`config.mk`:
```
export PLATFORM = sky130hd
export DESIGN_NAME = i2s_stereo_receiver_flat
export DESIGN_NICKNAME = d
export VERILOG_FILES = /design/src/rtl/i2s_pkg.sv /design/src/rtl/i2s_if.sv /design/src/rtl/i2s_edge_sync.sv /design/src/rtl/i2s_stereo_receiver.sv /design/src/flat_wrapper.sv
export SDC_FILE = /design/constraint.sdc
export NUM_CORES = 1
export LEC_CHECK = 0
export CAP_MARGIN = 20
export CORE_UTILIZATION = 56
export CTS_CLUSTER_DIAMETER = 120
export DETAILED_ROUTE_END_ITERATION = 8
export GPL_TIMING_DRIVEN = 0
export PLACE_DENSITY = 0.78
export SETUP_SLACK_MARGIN = 0.1
export SYNTH_ARGS = -nofsm -noshare
export SYNTH_HDL_FRONTEND = slang
export SYNTH_SLANG_ARGS = --single-unit
export TNS_END_PERCENT = 30
```
`constraint.sdc`:
```
create_clock -name clk_i -period 3 [get_ports clk_i]
set_clock_uncertainty 0.1 [all_clocks]
set_input_delay 0.45 -clock clk_i [delete_from_list [all_inputs] [get_ports clk_i]]
set_output_delay 0.45 -clock clk_i [all_outputs]
set_load 0.01 [all_outputs]
```
`src/rtl/i2s_pkg.sv`:
```
// Shared types and constants for the I2S receive/transmit blocks.
package i2s_pkg;

    typedef enum logic {
        I2S_FMT = 1'b0,
        LJ_FMT  = 1'b1
    } fmt_e;

    typedef enum logic [1:0] {
        SYNC_S  = 2'd0,
        LEFT_S  = 2'd1,
        RIGHT_S = 2'd2
    } state_e;

    localparam int MAX_SLOT_WIDTH = 32;
    localparam int CNT_W          = $clog2(MAX_SLOT_WIDTH + 1);

    // Index within a slot of the MSB: one bclk late in I2S, on the edge in LJ.
    function automatic int fmt_offset(fmt_e fmt);
        return (fmt == I2S_FMT) ? 1 : 0;
    endfunction

endpackage

```
`src/rtl/i2s_if.sv`:
```
// I2S pin bundle; the receiver only listens to the ADC side.
interface i2s_if;
    logic bclk;
    logic lrclk;
    logic data_from_adc;

    modport rx (
        input bclk,
        input lrclk,
        input data_from_adc
    );
endinterface

```
`src/rtl/i2s_edge_sync.sv`:
```
// Synchronises the I2S pins into clk_i and flags bclk rising edges.
// rise/lrclk_s/data_s are registered together so they stay aligned.
module i2s_edge_sync #(
    parameter int SYNC_STAGES = 2
) (
    input  logic clk_i,
    input  logic srst_i,
    input  logic bclk,
    input  logic lrclk,
    input  logic data,
    output logic rise,
    output logic lrclk_s,
    output logic data_s
);

    logic [SYNC_STAGES-1:0] bclk_sr;
    logic [SYNC_STAGES-1:0] lrclk_sr;
    logic [SYNC_STAGES-1:0] data_sr;
    logic                   bclk_d;

    always_ff @(posedge clk_i) begin
        if (srst_i) begin
            bclk_sr  <= '0;
            lrclk_sr <= '0;
            data_sr  <= '0;
            bclk_d   <= 1'b0;
            rise     <= 1'b0;
            lrclk_s  <= 1'b0;
            data_s   <= 1'b0;
        end else begin
            bclk_sr  <= {bclk_sr[SYNC_STAGES-2:0], bclk};
            lrclk_sr <= {lrclk_sr[SYNC_STAGES-2:0], lrclk};
            data_sr  <= {data_sr[SYNC_STAGES-2:0], data};
            bclk_d   <= bclk_sr[SYNC_STAGES-1];
            rise     <= bclk_sr[SYNC_STAGES-1] & ~bclk_d;
            lrclk_s  <= lrclk_sr[SYNC_STAGES-1];
            data_s   <= data_sr[SYNC_STAGES-1];
        end
    end

endmodule

```
`src/rtl/i2s_stereo_receiver.sv`:
```
// Stereo I2S / left-justified ADC receiver: deserialises a left/right pair
// per frame and flags slots whose bclk count differs from SLOT_WIDTH.
module i2s_stereo_receiver
    import i2s_pkg::*;
#(
    parameter int    DATA_WIDTH  = 16,
    parameter int    SLOT_WIDTH  = 32,
    parameter string FORMAT      = "I2S",
    parameter int    SYNC_STAGES = 2
) (
    input  logic                  clk_i,
    input  logic                  srst_i,
    i2s_if.rx                     i2s,
    output logic [DATA_WIDTH-1:0] left_o,
    output logic [DATA_WIDTH-1:0] right_o,
    output logic                  sample_val_o,
    output logic                  slot_err_o,
    output logic [1:0]            fsm_state_o
);

    localparam fmt_e FMT      = (FORMAT == "LJ") ? LJ_FMT : I2S_FMT;
    localparam int   OFF      = fmt_offset(FMT);
    localparam logic LEFT_POL = (FMT == LJ_FMT);

    logic rise;
    logic lrclk_s;
    logic data_s;

    i2s_edge_sync #(
        .SYNC_STAGES (SYNC_STAGES)
    ) u_edge_sync (
        .clk_i   (clk_i),
        .srst_i  (srst_i),
        .bclk    (i2s.bclk),
        .lrclk   (i2s.lrclk),
        .data    (i2s.data_from_adc),
        .rise    (rise),
        .lrclk_s (lrclk_s),
        .data_s  (data_s)
    );

    state_e                state_q, state_d;
    logic                  lr_prev_q;
    logic                  lr_valid_q;
    logic [CNT_W-1:0]      bit_cnt_q;
    logic [DATA_WIDTH-1:0] sh_q, sh_d;
    logic [DATA_WIDTH-1:0] left_word_q;
    logic                  left_ok_q;

    logic                  boundary;
    logic                  slot_close;
    logic [CNT_W:0]        bits_seen;
    logic                  count_bad;
    logic                  word_done;
    logic [CNT_W-1:0]      idx;
    logic [CNT_W-1:0]      cap_pos;
    logic                  cap_en;

    assign fsm_state_o = state_q;

    always_ff @(posedge clk_i) begin
        if (srst_i) state_q <= SYNC_S;
        else        state_q <= state_d;
    end

    // The first rise after reset only primes lr_prev_q, so a reset inside a
    // slot can never be mistaken for a boundary.
    always_comb begin
        boundary   = rise && lr_valid_q && (lrclk_s != lr_prev_q);
        slot_close = boundary && (state_q != SYNC_S);
        bits_seen  = {1'b0, bit_cnt_q} + 1'b1;
        count_bad  = (bits_seen != (CNT_W+1)'(SLOT_WIDTH));
        word_done  = (bits_seen >= (CNT_W+1)'(OFF + DATA_WIDTH));

        state_d = state_q;
        case (state_q)
            SYNC_S:  if (boundary && (lrclk_s == LEFT_POL)) state_d = LEFT_S;
            LEFT_S:  if (boundary) state_d = RIGHT_S;
            RIGHT_S: if (boundary) state_d = LEFT_S;
            default: state_d = SYNC_S;
        endcase
    end

    // Index of the current rise within the slot; saturates at SLOT_WIDTH.
    always_comb begin
        if (boundary)
            idx = '0;
        else if (bit_cnt_q >= CNT_W'(SLOT_WIDTH))
            idx = CNT_W'(SLOT_WIDTH);
        else
            idx = bit_cnt_q + 1'b1;

        cap_en  = rise && (idx >= CNT_W'(OFF)) && (idx < CNT_W'(OFF + DATA_WIDTH));
        cap_pos = CNT_W'(DATA_WIDTH - 1 + OFF) - idx;

        sh_d = boundary ? '0 : sh_q;
        for (int i = 0; i < DATA_WIDTH; i++) begin
            if (cap_en && (cap_pos == CNT_W'(i))) sh_d[i] = data_s;
        end
    end

    // sample_val_o: one-cycle strobe; left_o/right_o hold until the next one.
    always_ff @(posedge clk_i) begin
        if (srst_i) begin
            lr_prev_q    <= 1'b0;
            lr_valid_q   <= 1'b0;
            bit_cnt_q    <= '0;
            sh_q         <= '0;
            left_word_q  <= '0;
            left_ok_q    <= 1'b0;
            left_o       <= '0;
            right_o      <= '0;
            sample_val_o <= 1'b0;
            slot_err_o   <= 1'b0;
        end else begin
            sample_val_o <= 1'b0;
            slot_err_o   <= 1'b0;
            if (rise) begin
                lr_prev_q  <= lrclk_s;
                lr_valid_q <= 1'b1;
                bit_cnt_q  <= idx;
                sh_q       <= sh_d;
            end
            if (slot_close) begin
                slot_err_o <= count_bad;
                if (state_q == LEFT_S) begin
                    left_word_q <= sh_q;
                    left_ok_q   <= word_done;
                end else begin
                    left_ok_q <= 1'b0;
                    if (word_done && left_ok_q) begin
                        left_o       <= left_word_q;
                        right_o      <= sh_q;
                        sample_val_o <= 1'b1;
                    end
                end
            end
        end
    end

endmodule

```
`src/flat_wrapper.sv`:
```
// flat-port wrapper written by rule: the top's interface ports become plain ports
module i2s_stereo_receiver_flat import i2s_pkg::*;
#(
    parameter int    DATA_WIDTH  = 16,
    parameter int    SLOT_WIDTH  = 32,
    parameter string FORMAT      = "   ",
    parameter int    SYNC_STAGES = 2
)
  (clk_i, srst_i, left_o, right_o, sample_val_o, slot_err_o, fsm_state_o, i2s_bclk, i2s_lrclk, i2s_data_from_adc);
  i2s_if i2s_i ();
  input  logic clk_i;
  input  logic srst_i;
  output logic [DATA_WIDTH-1:0] left_o;
  output logic [DATA_WIDTH-1:0] right_o;
  output logic sample_val_o;
  output logic slot_err_o;
  output logic [1:0] fsm_state_o;
  input wire logic [$bits(i2s_i.bclk)-1:0] i2s_bclk;
  input wire logic [$bits(i2s_i.lrclk)-1:0] i2s_lrclk;
  input wire logic [$bits(i2s_i.data_from_adc)-1:0] i2s_data_from_adc;
  assign i2s_i.bclk = i2s_bclk;
  assign i2s_i.lrclk = i2s_lrclk;
  assign i2s_i.data_from_adc = i2s_data_from_adc;
  i2s_stereo_receiver #(.DATA_WIDTH(DATA_WIDTH), .SLOT_WIDTH(SLOT_WIDTH), .FORMAT(FORMAT), .SYNC_STAGES(SYNC_STAGES)) u_core (.clk_i(clk_i), .srst_i(srst_i), .i2s(i2s_i), .left_o(left_o), .right_o(right_o), .sample_val_o(sample_val_o), .slot_err_o(slot_err_o), .fsm_state_o(fsm_state_o));
endmodule
```
### After elaboration in Yosys (flattened, before gate mapping)

Index checks and enable logic that the tools add are counted.

| storage, ports and cells | value |
|---|---|
| register bits after elaboration | 87 |
| latch bits | 0 |
| bits in writable memories | 0 |
| memory bits (read-only) | 0 |
| input bits | 5 |
| output and inout port bits | 36 |
| word-level logic and storage cells | 155 |
| memories kept | 0 |

| cells by class | value |
|---|---|
| add/subtract/negate cells | 3 |
| multipliers | 0 |
| divide/modulo/power cells | 0 |
| magnitude comparators | 4 |
| equality and inequality tests | 22 |
| shifts and indexed selects | 0 |
| multiplexer cells | 25 |
| bitwise logic cells | 5 |
| reductions and logical operators | 63 |

Operator list:

| kind | number |
|---|---|
| 6-bit by 4-bit equality test with 1-bit output (second input constant) | 8 |
| 2-bit AND reduction | 17 |
| 2-bit nonzero test | 17 |
| 6-bit by 3-bit equality test with 1-bit output (second input constant) | 4 |
| 1-bit logical AND | 23 |
| 1-bit two-way mux | 18 |
| 16-bit two-way mux | 1 |
| 6-bit by 2-bit equality test with 1-bit output (second input constant) | 2 |
| 6-bit two-way mux | 2 |
| 6-bit by 1-bit adder with 7-bit output (second input constant) | 1 |
| 7-bit by 5-bit greater-or-equal comparator with 1-bit output (second input constant) | 1 |
| 7-bit by 6-bit != test with 1-bit output (second input constant) | 1 |
| 6-bit by 1-bit adder with 6-bit output (second input constant) | 1 |
| 6-bit by 1-bit equality test with 1-bit output (second input constant) | 1 |
| 6-bit by 1-bit greater-or-equal comparator with 1-bit output (second input constant) | 1 |
| 6-bit greater-or-equal comparator (second input constant) | 1 |
| 6-bit zero test | 1 |
| 6-bit by 5-bit < comparator with 1-bit output (second input constant) | 1 |
| 2-bit two-way mux | 3 |
| 2-bit by 1-bit != test with 1-bit output (second input constant) | 3 |
| 2-bit one-hot mux with 3 select lines | 1 |
| 3-bit AND reduction | 2 |
| 5-bit by 6-bit subtractor with 6-bit output (first input constant) | 1 |
| 1-bit inverter | 4 |
| 7 further kinds | 7 |

### Depth between registers and ports, before layout

Gate-level depths: netlist of run 1.

| depth | value |
|---|---|
| depth in word-level cells | 9 |
| gate-level depth with buffers | 10 |

### Hierarchy

From an unflattened synthesis of run 1, not the netlist that was laid out.

| second synthesis, totals | value |
|---|---|
| cells, all modules | 399 |
| area, all modules | 3628.5 um2 |

By module, submodules not included:

| module | instances | cells an instance | area an instance (um2) | sequential area each (um2) |
|---|---|---|---|---|
| i2s_stereo_receiver | 1 | 379 | 3359.5 | 1541.5 |
| i2s_edge_sync | 1 | 20 | 269.0 | 200.2 |

### Least setup slack after synthesis of run 1

OpenSTA, ideal clock, no wires.

| path | value |
|---|---|
| kind | register to register |
| from | register u_core.bit_cnt_q[1] |
| to | register u_core.sh_q[2] |
| setup time | 0.073 ns |
| arrival time | 2.033 ns |
| slack | 0.794 ns |
| cell stages (with the launch flop) | 10 |
| path buffers | 2 |
| clock period less this slack | 2.206 ns |
| path through | dfxtp_1 -> buf_2 -> inv_1 -> ha_1 -> clkbuf_1 -> or3b_1 -> a21boi_0 -> o21ai_1 -> a21oi_1 -> mux2i_1 |

| on the way | value |
|---|---|
| longest elaborated chain between the ends | 9 |

RTL lines:

| what | line | source |
|---|---|---|
| start: declaration | i2s_stereo_receiver.sv:45 | `logic [CNT_W-1:0] bit_cnt_q;` |
| start signal: assignment | i2s_stereo_receiver.sv:121 | `bit_cnt_q <= idx;` |
| 6-bit by 1-bit adder with 6-bit output or 6-bit greater-or-equal comparator (tied branches) | i2s_stereo_receiver.sv:91, i2s_stereo_receiver.sv:88 |  |
| 6-bit two-way mux (*) | i2s_stereo_receiver.sv:88 | `else if (bit_cnt_q >= CNT_W'(SLOT_WIDTH))` |
| 6-bit two-way mux (*) | i2s_stereo_receiver.sv:86 | `if (boundary)` |
| parallel branches: the longest is 3 deep, another holds 5-bit by 6-bit subtractor with 6-bit output | -- |  |
| 1-bit logical AND (*) | i2s_stereo_receiver.sv:98 | `if (cap_en && (cap_pos == CNT_W'(i))) sh_d[i] = data_s;` |
| 2-bit nonzero test (no source line) | -- |  |
| 2-bit AND reduction (no source line) | -- |  |
| end signal: assignment | i2s_stereo_receiver.sv:108 | `sh_q <= '0;` |
| end signal: assignment | i2s_stereo_receiver.sv:122 | `sh_q <= sh_d;` |
| end: declaration | i2s_stereo_receiver.sv:46 | `logic [DATA_WIDTH-1:0] sh_q, sh_d;` |

Mark *: on every way between the ends.
A chain may end at the register's enable or synchronous reset.

### Final worst setup path of run 1

Ends and elaborated chain as after synthesis.

==> impl_metrics.env, run 1 <==
export IMPL_required_ps=3180
export IMPL_synth_ff_type="dfxtp_1"
export IMPL_gp_congestion=0.8962
export IMPL_stdcell_count=572
export IMPL_yosysMostFrequentCell="dfxtp_1"
export IMPL_htreeDepth=3
export IMPL_tightest_slew_ps=806.6
export IMPL_die_x_um=85.87
export IMPL_cts_clk_slew_worst_paths_ps=90
export IMPL_drc=0
export IMPL_leakage_nw=1.615
export IMPL_ctsResizeCount=0
export IMPL_drt_pass1_iter_count=4
export IMPL_pwr_density_cell_mw_per_mm2=439.4
export IMPL_hold_buffers=0
export IMPL_first_global_vias=2933
export IMPL_setup_viol=0
export IMPL_hold_viol_final=0
export IMPL_fin_nets=480
export IMPL_start_util=0.5797
export IMPL_maxSlewViolCount=0
export IMPL_cp_end_kind="register"
export IMPL_ys_ff_latch=87
export IMPL_yosys_area_top_type="dfxtp_1"
export IMPL_drtAntennaViolNets=0
export IMPL_antenna_found_initial=0
export IMPL_period_share=0.8533
export IMPL_n_antenna_cell=0
export IMPL_rows=30
export IMPL_cts_tree="yes"
export IMPL_post_place_ws_ps=392.6
export IMPL_cpPeakStageDelay_ps=400
export IMPL_fin_ws_ps=440.0
export IMPL_drive_gt1_frac=0.07773
export IMPL_grt_pass1_wl_um=13880
export IMPL_fillCellCount=554
export IMPL_cp_slowest_cell="dfxtp_1"
export IMPL_hold_class="reg2reg"
export IMPL_die_y_um=85.87
export IMPL_place_detailed_hpwl_um=5990
export IMPL_cp_num_buf_inv=3
export IMPL_finalWirelength_um=8177
export IMPL_synth_top_area_frac=0.4422
export IMPL_seq_area_frac_synth=0.4422
export IMPL_drt_initial_drc_count=153
export IMPL_startpoint_type="register"
export IMPL_wire_per_inst_um=14.30
export IMPL_cts_buffer_depth=2
export IMPL_grt_usage=0.2378
export IMPL_overflow=0
export IMPL_critPathTopFamily="buffers and inverters"
export IMPL_crit_fanout=10
export IMPL_clk_insertion_delay_late_ps=350
export IMPL_synth_area_top_cells="dfxtp_1, mux2i_1, nand2b_1"
export IMPL_synth_cell_types=48
export IMPL_syn_nets=429
export IMPL_power_mw=2.044
export IMPL_r2r_start="u_core.bit_cnt_q[1]$_SDFFE_PP0P_"
export IMPL_vias=3080
export IMPL_synthTopCellsByCount="dfxtp_1, nand2b_1, nand2_1"
export IMPL_clockRootBuffer="clkbuf_8"
export IMPL_startpoint="u_core.bit_cnt_q[1]$_SDFFE_PP0P_"
export IMPL_place_inst=557
export IMPL_irDropWorstVdd_uv=375.1
export IMPL_synth_async_reset_ratio=0
export IMPL_worstPathCellList="buf_2 > inv_1 > ha_1 > clkbuf_1 > or3b_1 > a21boi_0 > o21ai_1 > a21oi_1 > mux2i_1"
export IMPL_post_cts_setup_buffer_count=0
export IMPL_grt_max_degree=16
export IMPL_cts_sinks=87
export IMPL_cts_buffers=9
export IMPL_fin_crit_ps=2560
export IMPL_drv_cap=0
export IMPL_grt_setup_unrepaired="false"
export IMPL_coreArea_sq_mm=0.006794
export IMPL_multi_input_area_sq_mm=0.001994
export IMPL_synth_area_sq_mm=0.003939
export IMPL_syn_to_final_growth_pct=18.07
export IMPL_pin_count=41
export IMPL_maxSlewHeadroom=0.4598
export IMPL_worstSetupPathType="reg2reg"
export IMPL_port_buffers=40
export IMPL_dieArea_sq_mm=0.007373
export IMPL_ys_warn_count=0
export IMPL_avgSynthCellArea_sq_um=9.356
export IMPL_setup_tns_ps=0
export IMPL_synthesis_instances=421
export IMPL_cp_arrival_ps=2740
export IMPL_synth_edff_count=0
export IMPL_fmax_ghz=0.3906
export IMPL_status="completed"
export IMPL_min_from="u_core.u_edge_sync.bclk_d$_SDFF_PP0_"
export IMPL_seqCellArea_sq_mm=0.001742
export IMPL_via_per_inst=5.385
==> layout by cell type (no fill, tap or decap), drive strengths merged, types with 7 or more instances in the layout <==
cell type,netlist,layout
mux2i,49,49
buf,15,15
nor3,7,7
nor2,12,12
a21oi,29,29
clkdlybuf4s50,0,40
clkbuf,13,22
nand2,55,55
dfxtp,87,87
nand3,8,8
nand2b,68,68
nor2b,13,13
==> layout make-up <==
type | instances | area share
tap | 96 | 0.02583
sequential | 87 | 0.3745
buffer | 28 | 0.04036
clock buffer | 9 | 0.02663
inverter | 4 | 0.003228
timing repair buffer | 40 | 0.08609
clock inverter | 6 | 0.01453
multi-input combinational | 302 | 0.4288
==> layer usage <==
| metal | track usage | vias up | part of all wire |
|---|---|---|---|
| li1 | - | 1517 | - |
| met1 | 0.3164 | 1471 | 0.47 |
| met2 | 0.3911 | 80 | 0.47 |
| met3 | 0.03850 | 12 | 0.038 |
| met4 | 0.08636 | 0 | 0.018 |
| met5 | 0 | - | 0 |
==> metrics by stage <==
| stage | instance area (sq um) | hold WS (ps) | util |
|---|---|---|---|
| 6_report | 4651 | 286.2 | 0.6845 |
| 4_1_cts | 4651 | 285.6 | 0.6845 |
| 2_1_floorplan | 3939 | 267.4 | - |
| 5_1_grt | 4651 | 296.7 | 0.6845 |
| 3_3_place_gp | 4459 | 274.0 | 0.6564 |
| 3_5_place_dp | 4459 | 272.8 | 0.6564 |
==> sequential cells by signal (all words and copies together) (netlist names) <==
name / cells
u_core.left_ok_q: 1
u_core.bit_cnt_q: 6
u_core.u_edge_sync.bclk_d: 1
u_core.u_edge_sync.lrclk_sr: 2
u_core.right_o: 16
u_core.u_edge_sync.rise: 1
u_core.u_edge_sync.data_sr: 2
u_core.u_edge_sync.bclk_sr: 2
u_core.left_word_q: 16
u_core.fsm_state_o: 2
u_core.lr_prev_q: 1
u_core.slot_err_o: 1
u_core.sh_q: 16
u_core.u_edge_sync.lrclk_s: 1
u_core.lr_valid_q: 1
u_core.sample_val_o: 1
u_core.left_o: 16
u_core.u_edge_sync.data_s: 1
==> logic make-up (layout without fill, tap and decap cells) <==
logic type / after synthesis / in the layout / synth area share
adders and majority gates: 3 / 3 / 0.009531
muxes: 50 / 50 / 0.1274
and+or+nand+nor: 191 / 191 / 0.2662
DFF: 87 / 87 / 0.4422
AOI/OAI and AO/OA: 48 / 48 / 0.07719
buffers and inverters: 32 / 87 / 0.05146
xor gates and xnor gates: 10 / 10 / 0.02605
==> worst paths after layout <==
path	cells after the start	to	slack [ps]
hold / removal	1	u_core.u_edge_sync.rise$_SDFF_PP0_	290
setup reg to reg	9	u_core.sh_q[2]$_SDFFE_PP0P_	440
hold reg to reg	1	u_core.u_edge_sync.rise$_SDFF_PP0_	290
setup / recovery	9	u_core.sh_q[2]$_SDFFE_PP0P_	440
==> power breakdown <==
part	leakage, nW	switching [mW]	internal [mW]	total (mW)
Clock	0.0921	0.428	0.385	0.813
Combinational	0.820	0.0379	0.0300	0.0680
Sequential	0.702	0.00310	1.16	1.16
Total	1.61	0.469	1.57	2.04
Note: power is estimated with default switching activity, not from simulation.
==> run 2, diff against run 1 <==
--- a/config.mk
+++ b/config.mk
@@ -5,12 +5,14 @@
 export SDC_FILE = /design/constraint.sdc
 export NUM_CORES = 1
 export LEC_CHECK = 0
+export ABC_AREA = 1
 export CAP_MARGIN = 20
-export CORE_UTILIZATION = 56
+export CORE_UTILIZATION = 62
 export CTS_CLUSTER_DIAMETER = 120
 export DETAILED_ROUTE_END_ITERATION = 8
+export DONT_BUFFER_PORTS = 1
 export GPL_TIMING_DRIVEN = 0
-export PLACE_DENSITY = 0.78
+export PLACE_DENSITY = 0.77
 export SETUP_SLACK_MARGIN = 0.1
 export SYNTH_ARGS = -nofsm -noshare
 export SYNTH_HDL_FRONTEND = slang
==> impl_metrics.env, run 2 <==
export IMPL_synth_ff_type="dfxtp_1"
export IMPL_cts_buffers=9
export IMPL_cts_tree="yes"
export IMPL_leakage_nw=1.605
export IMPL_gp_congestion=0.9426
export IMPL_drtAntennaViolNets=0
export IMPL_cts_sinks=87
export IMPL_cp_num_buf_inv=3
export IMPL_worstSetupPathType="reg2reg"
export IMPL_period_share=0.7457
export IMPL_hold_class="in2reg"
export IMPL_r2r_start="u_core.bit_cnt_q[0]$_SDFFE_PP0P_"
export IMPL_rrSetupSlack_ps=760
export IMPL_cp_end_kind="register"
export IMPL_wire_per_inst_um=14.96
export IMPL_cpPeakStageDelay_ps=510
export IMPL_pwr_density_cell_mw_per_mm2=529.3
export IMPL_grt_max_degree=17
export IMPL_synth_async_reset_ratio=0
export IMPL_grt_usage=0.2978
export IMPL_r2r_end="u_core.sh_q[12]$_SDFFE_PP0P_"
export IMPL_htreeDepth=3
export IMPL_synth_cell_types=28
export IMPL_syn_to_final_growth_pct=7.666
export IMPL_place_detailed_hpwl_um=5967
export IMPL_fin_nets=493
export IMPL_fmax_ghz=0.4470
export IMPL_drt_pass1_iter_count=5
export IMPL_startpoint_type="register"
export IMPL_reg2regPathDepth=11
export IMPL_cts_buffer_depth=2
export IMPL_rows=27
export IMPL_hold_buffers=0
export IMPL_port_buffers=0
export IMPL_min_to="u_core.u_edge_sync.lrclk_sr[0]$_SDFF_PP0_"
export IMPL_ys_ff_latch=87
export IMPL_dieArea_sq_mm=0.006154
export IMPL_synthTopCellsByCount="dfxtp_1, nand3_1, a21oi_1"
export IMPL_die_y_um=78.45
export IMPL_finalWirelength_um=8406
export IMPL_min_from="i2s_lrclk"
export IMPL_final_cell_mix="dfxtp_1, nand3_1, a21oi_1"
export IMPL_yosys_area_top_type="dfxtp_1"
export IMPL_die_x_um=78.45
export IMPL_synth_edff_count=0
export IMPL_n_antenna_cell=0
export IMPL_coreArea_sq_mm=0.005574
export IMPL_maxSlewViolCount=0
export IMPL_seq_area_frac_synth=0.4807
export IMPL_power_mw=2.065
export IMPL_hold_viol_final=0
export IMPL_required_ps=3130
export IMPL_avgSynthCellArea_sq_um=7.644
export IMPL_mostFrequentLayoutCell="dfxtp_1"
export IMPL_synth_top_area_frac=0.4807
export IMPL_grt_setup_unrepaired="false"
export IMPL_vias=3256
export IMPL_drc=0
export IMPL_antenna_found_initial=0
export IMPL_ctsResizeCount=0
export IMPL_cp_num_cells=11
export IMPL_first_global_vias=3026
export IMPL_drt_initial_drc_count=346
export IMPL_status="completed"
export IMPL_grt_pass1_wl_um=14230
export IMPL_syn_nets=482
export IMPL_drive_gt1_frac=0.09184
export IMPL_tightest_slew_ps=626.3
export IMPL_drv_cap=0
export IMPL_irDropWorstVdd_uv=422.4
export IMPL_pin_count=41
export IMPL_setup_viol=0
export IMPL_fillCellCount=484
export IMPL_post_cts_setup_buffer_count=0
export IMPL_setup_tns_ps=0
export IMPL_yosysMostFrequentCell="dfxtp_1"
export IMPL_synth_area_top_cells="dfxtp_1, nand3_1, a21oi_1"
export IMPL_synthesis_instances=474
export IMPL_ys_warn_count=0
export IMPL_synth_area_sq_mm=0.003623
export IMPL_critPathTopFamily="simple AND/OR/NAND/NOR gates"
export IMPL_fin_crit_ps=2237
export IMPL_overflow=0
export IMPL_clk_insertion_delay_late_ps=360
export IMPL_cp_slowest_cell="dfxtp_1"
export IMPL_clockRootBuffer="clkbuf_8"
export IMPL_cp_arrival_ps=2370
export IMPL_path_common_cell="nand3_1"
export IMPL_maxSlewHeadroom=0.5809
export IMPL_worstPathCellList="inv_1 > ha_1 > inv_1 > nor2_1 > o21ai_2 > nand3_1 > nand2_4 > buf_6 > nand3_1 > nand3_1 > a21oi_1"
export IMPL_whs_path_depth=2
export IMPL_via_per_inst=5.794
export IMPL_start_util=0.6501
export IMPL_cts_clk_slew_worst_paths_ps=90
export IMPL_crit_fanout=10
==> run 2: cell type report <==
class / instances / area (sq um) / share of cell area
Clock buffer: 10 / 137.6 / 0.03528
Multi-Input combinational cell: 312 / 1546 / 0.3964
Tap cell: 72 / 90.09 / 0.02309
Buffer: 29 / 162.7 / 0.04169
Inverter: 46 / 172.7 / 0.04426
Sequential cell: 87 / 1742 / 0.4464
Clock inverter: 6 / 50.05 / 0.01283
==> run 2: logic make-up after synthesis <==
logic type      Yosys count  synth area share
simple gates            219            0.2866
flops                    87            0.4807
compound gates           90            0.1298
fa+ha+maj                 3           0.01036
buf+inv                  75           0.09254
==> run 2: metrics by stage <==
stage	utilization	cells	worst slack (ps)	hold slack, ps	cell area [sq um]
after global routing	0.6999	562	565.2	66.46	3901
after floorplan	-	474	1080	272.8	3623
after CTS	0.6999	562	775.1	75.50	3901
after global placement	0.6662	546	814.3	276.4	3714
after detailed placement	0.6662	546	797.4	281.9	3714
final	0.6999	562	762.8	83.05	3901
==> run 2: routing by layer <==
| metal | vias to the layer above | GRT usage | wire length [um] |
|---|---|---|---|
| li1 | 1612 | - | - |
| met1 | 1510 | 0.4231 | 4158 |
| met2 | 114 | 0.4377 | 3588 |
| met3 | 20 | 0.05116 | 443 |
| met4 | 0 | 0.1389 | 216 |
| met5 | - | 0 | 0 |
==> run 2: worst max-delay path by stage <==
| stage | startpoint | to | slack [ps] |
|---|---|---|---|
| after global routing | u_core.bit_cnt_q[0]$_SDFFE_PP0P_ | u_core.sh_q[12]$_SDFFE_PP0P_ | 570 |
| after floorplan | u_core.bit_cnt_q[0]$_SDFFE_PP0P_ | u_core.sh_q[12]$_SDFFE_PP0P_ | 1080 |
| final | u_core.bit_cnt_q[0]$_SDFFE_PP0P_ | u_core.sh_q[12]$_SDFFE_PP0P_ | 760 |
| after CTS | u_core.bit_cnt_q[0]$_SDFFE_PP0P_ | u_core.sh_q[12]$_SDFFE_PP0P_ | 780 |
| after global placement | u_core.bit_cnt_q[0]$_SDFFE_PP0P_ | u_core.sh_q[12]$_SDFFE_PP0P_ | 810 |
| after detailed placement | u_core.bit_cnt_q[0]$_SDFFE_PP0P_ | u_core.sh_q[12]$_SDFFE_PP0P_ | 800 |
==> run 2: worst reg2reg max path, delay by kind of cell (launching register included) <==
kind            cells  cell delay [ps]
simple gates        5              580
flops               1              510
buf+inv             3              350
fa+ha+maj           1              290
compound gates      2              300
==> run 2: power by group <==
part / switching (mW) / internal (mW)
logic: 0.0781 / 0.0266
clock network: 0.454 / 0.336
registers: 0.00744 / 1.16
